[src/rtl/text_pkg.sv]
// Shared constants for the character-buffer text path.
// Holds the blank/dot character codes and the buffer FSM state encoding.
// Imported by the character buffer and its helpers.
package text_pkg;

    localparam logic [6:0] FILL_CODE = 7'h20;
    localparam logic [6:0] DOT_CODE  = 7'h2E;

    typedef enum logic {
        CLEAR = 1'b0,
        IDLE  = 1'b1
    } buf_state_t;

endpackage

[src/rtl/char_anim_ctr.sv]
// Frame-tick divider feeding the "waiting dots" phase counter.
// Latency: dot_phase updates on the clock edge that samples frame_tick.
// No backpressure; both counters are forced to zero while anim_en is low.
module char_anim_ctr #(
    parameter int TICK_DIV = 30,
    parameter int DOTS_MAX = 3,
    localparam int PW = $clog2(DOTS_MAX + 1),
    localparam int TW = (TICK_DIV > 1) ? $clog2(TICK_DIV) : 1
) (
    input  logic          clk,
    input  logic          rst,
    input  logic          anim_en,
    input  logic          frame_tick,
    output logic [PW-1:0] dot_phase
);

    logic [TW-1:0] tick_cnt_q;
    logic [PW-1:0] dot_phase_q;

    // Divide frame ticks down to animation steps and cycle the phase 0..DOTS_MAX.
    always_ff @(posedge clk or posedge rst) begin
        if (rst) begin
            tick_cnt_q  <= '0;
            dot_phase_q <= '0;
        end else if (!anim_en) begin
            tick_cnt_q  <= '0;
            dot_phase_q <= '0;
        end else if (frame_tick) begin
            if (tick_cnt_q == TW'(TICK_DIV - 1)) begin
                tick_cnt_q  <= '0;
                dot_phase_q <= (dot_phase_q == PW'(DOTS_MAX)) ? '0 : dot_phase_q + 1'b1;
            end else begin
                tick_cnt_q <= tick_cnt_q + 1'b1;
            end
        end
    end

    assign dot_phase = dot_phase_q;

endmodule

[src/rtl/char_buf_anim.sv]
// Writable COLS x ROWS character buffer with fill sequencer and animated dot overlay.
// Latency: read address to char_code_out is 2 cycles, fully pipelined.
// Backpressure: wr_ready is low for the whole clear sequence; reads are never stalled.
module char_buf_anim
    import text_pkg::*;
#(
    parameter int COLS     = 16,
    parameter int ROWS     = 16,
    parameter int CODE_W   = 7,
    parameter int TICK_DIV = 30,
    parameter int DOTS_MAX = 3,
    parameter int ANIM_ROW = 0,
    parameter int ANIM_COL = 8,
    localparam int CW = $clog2(COLS),
    localparam int RW = $clog2(ROWS),
    localparam int AW = RW + CW
) (
    input  logic              clk,
    input  logic              rst,
    input  logic [AW-1:0]     char_xy,
    output logic [CODE_W-1:0] char_code_out,
    input  logic              wr_en,
    output logic              wr_ready,
    input  logic [AW-1:0]     wr_addr,
    input  logic [CODE_W-1:0] wr_data,
    input  logic              clr_start,
    output logic              busy,
    input  logic              anim_en,
    input  logic              frame_tick
);

    localparam int DEPTH = COLS * ROWS;
    localparam int PW    = $clog2(DOTS_MAX + 1);

    localparam logic [CW:0]       ANIM_COL_X = (CW + 1)'(ANIM_COL);
    localparam logic [CW:0]       ANIM_END_X = (CW + 1)'(ANIM_COL + DOTS_MAX);
    localparam logic [RW-1:0]     ANIM_ROW_X = RW'(ANIM_ROW);
    localparam logic [CODE_W-1:0] FILL_X     = CODE_W'(FILL_CODE);
    localparam logic [CODE_W-1:0] DOT_X      = CODE_W'(DOT_CODE);

    buf_state_t        state_q;
    logic [AW-1:0]     clr_addr_q;
    logic              busy_q;
    logic              wr_ready_q;

    logic [CODE_W-1:0] mem_q [DEPTH];
    logic              mem_we;
    logic [AW-1:0]     mem_waddr;
    logic [CODE_W-1:0] mem_wdata;

    logic [PW-1:0]     dot_phase;

    logic [CODE_W-1:0] rd_q;
    logic              ovl_hit_d, ovl_hit_q;
    logic              ovl_dot_d, ovl_dot_q;
    logic [CW:0]       col_x;
    logic [CW:0]       col_off;
    logic [CODE_W-1:0] char_code_d, char_code_q;

    char_anim_ctr #(
        .TICK_DIV (TICK_DIV),
        .DOTS_MAX (DOTS_MAX)
    ) u_anim_ctr (
        .clk        (clk),
        .rst        (rst),
        .anim_en    (anim_en),
        .frame_tick (frame_tick),
        .dot_phase  (dot_phase)
    );

    // Clear sweeps every address once, then the buffer accepts host writes.
    always_ff @(posedge clk or posedge rst) begin
        if (rst) begin
            state_q    <= CLEAR;
            clr_addr_q <= '0;
            busy_q     <= 1'b1;
            wr_ready_q <= 1'b0;
        end else begin
            case (state_q)
                CLEAR: begin
                    if (clr_addr_q == AW'(DEPTH - 1)) begin
                        state_q    <= IDLE;
                        clr_addr_q <= '0;
                        busy_q     <= 1'b0;
                        wr_ready_q <= 1'b1;
                    end else begin
                        clr_addr_q <= clr_addr_q + 1'b1;
                    end
                end
                IDLE: begin
                    if (clr_start) begin
                        state_q    <= CLEAR;
                        clr_addr_q <= '0;
                        busy_q     <= 1'b1;
                        wr_ready_q <= 1'b0;
                    end
                end
                default: begin
                    state_q    <= CLEAR;
                    clr_addr_q <= '0;
                    busy_q     <= 1'b1;
                    wr_ready_q <= 1'b0;
                end
            endcase
        end
    end

    // Single write port is shared: the sweep owns it while clearing, the host otherwise.
    always_comb begin
        mem_we    = 1'b0;
        mem_waddr = wr_addr;
        mem_wdata = wr_data;
        if (state_q == CLEAR) begin
            mem_we    = 1'b1;
            mem_waddr = clr_addr_q;
            mem_wdata = FILL_X;
        end else if (wr_en && wr_ready_q) begin
            mem_we = 1'b1;
        end
    end

    // Storage array; contents are deliberately left unreset and filled by the sweep.
    always_ff @(posedge clk) begin
        if (mem_we) begin
            mem_q[mem_waddr] <= mem_wdata;
        end
    end

    // Decide in the address cycle whether the dot overlay owns this cell.
    always_comb begin
        col_x     = {1'b0, char_xy[CW-1:0]};
        col_off   = col_x - ANIM_COL_X;
        ovl_hit_d = 1'b0;
        ovl_dot_d = 1'b0;
        if (anim_en && (char_xy[AW-1:CW] == ANIM_ROW_X) &&
            (col_x >= ANIM_COL_X) && (col_x < ANIM_END_X)) begin
            ovl_hit_d = 1'b1;
            ovl_dot_d = (col_off < (CW + 1)'(dot_phase));
        end
    end

    // First read stage: read-first RAM access plus the registered overlay decision.
    always_ff @(posedge clk or posedge rst) begin
        if (rst) begin
            rd_q      <= '0;
            ovl_hit_q <= 1'b0;
            ovl_dot_q <= 1'b0;
        end else begin
            rd_q      <= mem_q[char_xy];
            ovl_hit_q <= ovl_hit_d;
            ovl_dot_q <= ovl_dot_d;
        end
    end

    assign char_code_d = ovl_hit_q ? (ovl_dot_q ? DOT_X : FILL_X) : rd_q;

    // Second read stage: select overlay or stored code into the output register.
    always_ff @(posedge clk or posedge rst) begin
        if (rst) begin
            char_code_q <= '0;
        end else begin
            char_code_q <= char_code_d;
        end
    end

    assign char_code_out = char_code_q;
    assign busy          = busy_q;
    assign wr_ready      = wr_ready_q;

endmodule

[config.mk]
export PLATFORM = sky130hd
export DESIGN_NAME = char_buf_anim
export DESIGN_NICKNAME = d
export VERILOG_FILES = /design/src/rtl/text_pkg.sv /design/src/rtl/char_anim_ctr.sv /design/src/rtl/char_buf_anim.sv
export SDC_FILE = /design/constraint.sdc
export NUM_CORES = 2
export LEC_CHECK = 0
export BUFFER_PORTS_ARGS = -buffer_cell sky130_fd_sc_hd__buf_2
export CORE_MARGIN = 3
export CORE_UTILIZATION = 59
export CTS_CLUSTER_SIZE = 25
export DETAILED_ROUTE_END_ITERATION = 16
export GPL_TIMING_DRIVEN = 0
export PLACE_DENSITY = 0.75
export SYNTH_ARGS = -nofsm -noshare
export SYNTH_HDL_FRONTEND = slang
export SYNTH_SLANG_ARGS = --single-unit
[constraint.sdc]
create_clock -name clk -period 7.35 [get_ports clk]
set_input_delay 1.47 -clock clk [delete_from_list [all_inputs] [get_ports clk]]
set_output_delay 1.47 -clock clk [all_outputs]
set_load 0.005 [all_outputs]
==> flow_summary.yaml <==
critical_path:
  path_cells: "buf_2, buf_4, buf_6, buf_2, buf_2, buf_2, mux2i_1, o31ai_1, a2111oi_1, clkdlybuf4s18_2, o21ai_0, o311a_1"
  critPathSlowestCell: "o21ai_0"
  worstSetupPathType: "in -> reg"
  slowest_delay_ps: 1050
  arrival_ps: 6790
  cpMostUsedCell: "buf_2"
  crit_path_start_kind: "input pin"
  cp_top_family: "buffers and inverters"
  cp-end-kind: "flip-flop"
  path_buf_inv: 7
  path_max_fanout: 10
  required_ps: 8070
sta:
  max_freq_ghz: 0.165
  setup_viol: 0
  rsz0062_at_grt: "no"
  slew_viol_final: 84
  hold_viol: 0
  holdWs_ps: 438
  fin_crit_ps: 6070
  fin_crit_sh_pct: 82.6
  max_slew.worst_pin.slew_ps: 1680
  fin_skew_ps: 29.9
  relSlewSlack_pct: -11.9
synth:
  yosysSeqAreaShare_pct: 76.5
  synth_fp_nets: 3499
  ys_ff_latch: 1826
  synth_cells: 3465
  synth_edf_count: 1792
  synth-compound-area-share_pct: 3.35
  synth_top_area_share_pct: 75.3
  synth_cell_types: 65
  synth_top_family_by_area: "multiplexers"
  synthTopCellsByArea: "edfxtp_1 75%, mux4_2 13%, nor2_1 1.5%, mux2i_1 1.5%, dfrtp_1 1.2%"
  synth-adder-area-share_pct: 0.0875
  synth_most_common_cell: "edfxtp_1"
  yosys_warnings: 0
  synthXorXnorAreaFrac_pct: 0.0490
  synth_area_sq_um: 71500
  synth_area_leader_cell: "edfxtp_1"
  synthFlopType: "edfxtp_1"
  synth-simple-area-share_pct: 3.11
  async_reset_ff_share_pct: 1.86
  syn_area_per_cell_sq_um: 20.6
  synth.area.mux_share_pct: 15.1
  synth_commonest_cells: "1792 x edfxtp_1, 427 x mux4_2, 285 x nor2_1, 105 x mux2i_1, 102 x nand2_1"
placed_design:
  dpl.hpwl_microns: 154000
  placed_cell_area_sq_um: 74400
  gp_congestion: 1.03
  dp_cells: 5142
  io_buffers: 35
clocking:
  post_cts_buffers: 0
  cts.sink_count: 1826
  clockBufferDepth: 3
  h-tree-depth: 4
  cts_tree: "done"
  hold_buffers: 0
  worst_skew_pair.late_latency_ps: 820
  cts-root-buf: "clkbuf_16"
  numCtsBuffers: 176
  cts-resized-gates: 0
  clkTransAtPathRegs_ps: 60
floorplanning:
  dieArea_sq_um: 125000
  fp.dieH_microns: 354
  start_util_pct: 59.5
  die_w_microns: 354
  core_area_sq_um: 120000
  placementRows: 127
  boundaryPins: 38
routing:
  routedWlPerCell_microns: 44.3
  first_pass_iters: 9
  vias_per_cell: 7.56
  drtIter0Drc: 8951
  routed_wl_microns: 243000
  drc_errors: 0
  vias: 41500
  postRouteAntennaNets: 0
power:
  pwr-share-comb_pct: 9.8
  total_power_mw: 22.8
  p_int_mw: 17.1
  p_sw_share_pct: 25.0
  powerDensity_nw_per_um2: 285
  power.leakage_nw: 25.4
  vdd_drop_max_v: 0.000237
  p_seq_share_pct: 50.9
  power.share.clock_pct: 39.2
  switchingPower_mw: 5.71
global_routing:
  grt_usage_pct: 39.3
  grt_pass1_vias: 39100
  grt_antenna_before_repair: 21
  overflow: 0
  grt_max_degree: 97
  grt_first_pass_wirelength_microns: 328000
run_status:
  violations: "max-capacitance violations, max-slew violations"
  status: "complete, but fails checks"
cells_and_area:
  fin_nets: 3744
  fin_area_sq_um: 80100
  utilization_pct: 66.7
  instances_no_fill: 5487
  drive_gt1_share_pct: 23.4
  syn2layout_area_growth_pct: 12.1
flow_run:
  drv_cap: 10
hold_path:
  hp-class: "reg -> reg"
-- area by class of cell --
type / count / area (sq um)
multi-input combinational: 1409 / 15600
buffer: 206 / 1230
sequential: 1826 / 54700
tap: 1612 / 2020
antenna: 21 / 52.6
timing repair buffer: 67 / 883
inverter: 24 / 90.1
clock inverter: 93 / 896
fill: 7556 / 40000
clock buffer: 229 / 4700
-- state kept, by name (all words and copies together), names as in the netlist, 2 cells and up --
name and cells:
mem_q 1792, clr_addr_q 8, rd_q 7, u_anim_ctr.dot_phase 2, char_code_out 7, u_anim_ctr.tick_cnt_q 5
-- metrics by stage --
step           setup WS, ps  TNS (ps)
4_1_cts                1740         0
5_1_grt                1640         0
6_report               1280         0
3_3_place_gp          -2230  -3710660
2_1_floorplan          1550         0
3_5_place_dp            759         0
-- cells by family (layout without fill, tap and decap cells) --
logic type,Yosys count,count (layout)
simple gates,517,517
fa+ha+maj,5,5
flops,1826,1826
xor+xnor,4,4
other cells,0,21
buf+inv,230,619
mux,545,545
compound gates,338,338
-- routing by layer --
layer  vias up  wire, microns  track usage [%]
met1     20800          75100             50.4
li1      14900              -                -
met4        16          20400             25.5
met2      4731         102000             53.6
met3      1030          45100             19.0
met5         -            143                0
-- final timing paths --
check | from | endpoint | slack (ps) | cells after the start
max | char_xy[1] | rd_q[6]$_DFF_PP0_ | 1280 | 12
min | rd_q[5]$_DFF_PP0_ | char_code_out[5]$_DFF_PP0_ | 440 | 1
max reg2reg | state_q$_DFF_PP0_ | mem_q[98][2]$_DFFE_PP_ | 2150 | 5
min reg2reg | rd_q[5]$_DFF_PP0_ | char_code_out[5]$_DFF_PP0_ | 440 | 1
max in group asynchronous | rst | u_anim_ctr.dot_phase[1]$_DFFE_PP0P_ | 6210 | 3
min in group asynchronous | rst | wr_ready$_DFFE_PP0P_ | 660 | 2
-- power groups by stage --
stage	logic, mW	clock network (mW)	registers, mW
finish	2.24	8.96	11.6
detailed placement	2.05	0	11.8
global placement	2.01	0	11.8
CTS	2.07	8.91	11.6
floorplan	1.02	0	11.8
global route	2.18	9.33	11.6
-- layout by cell type, fill, tap and decap left out, types with 12 or more instances in the layout --
cell	instances
o21ai_0	43
a211oi_1	12
buf_16	21
mux2i_1	105
clkbuf_2	18
bufinv_16	15
inv_1	21
dfrtp_1	33
a221oi_1	27
nor2b_1	19
clkinv_1	36
mux2_2	13
nor2_1	285
a22oi_1	75
a21oi_1	54
buf_2	91
diode_2	21
o22ai_1	21
nand2b_1	15
nand3_1	43
buf_4	33
nand2_1	102
mux4_2	427
clkbuf_1	116
clkbuf_16	178
o32ai_1	13
clkinv_2	24
buf_6	24
edfxtp_1	1792
No activity file was read; power rests on OpenSTA's default activity.
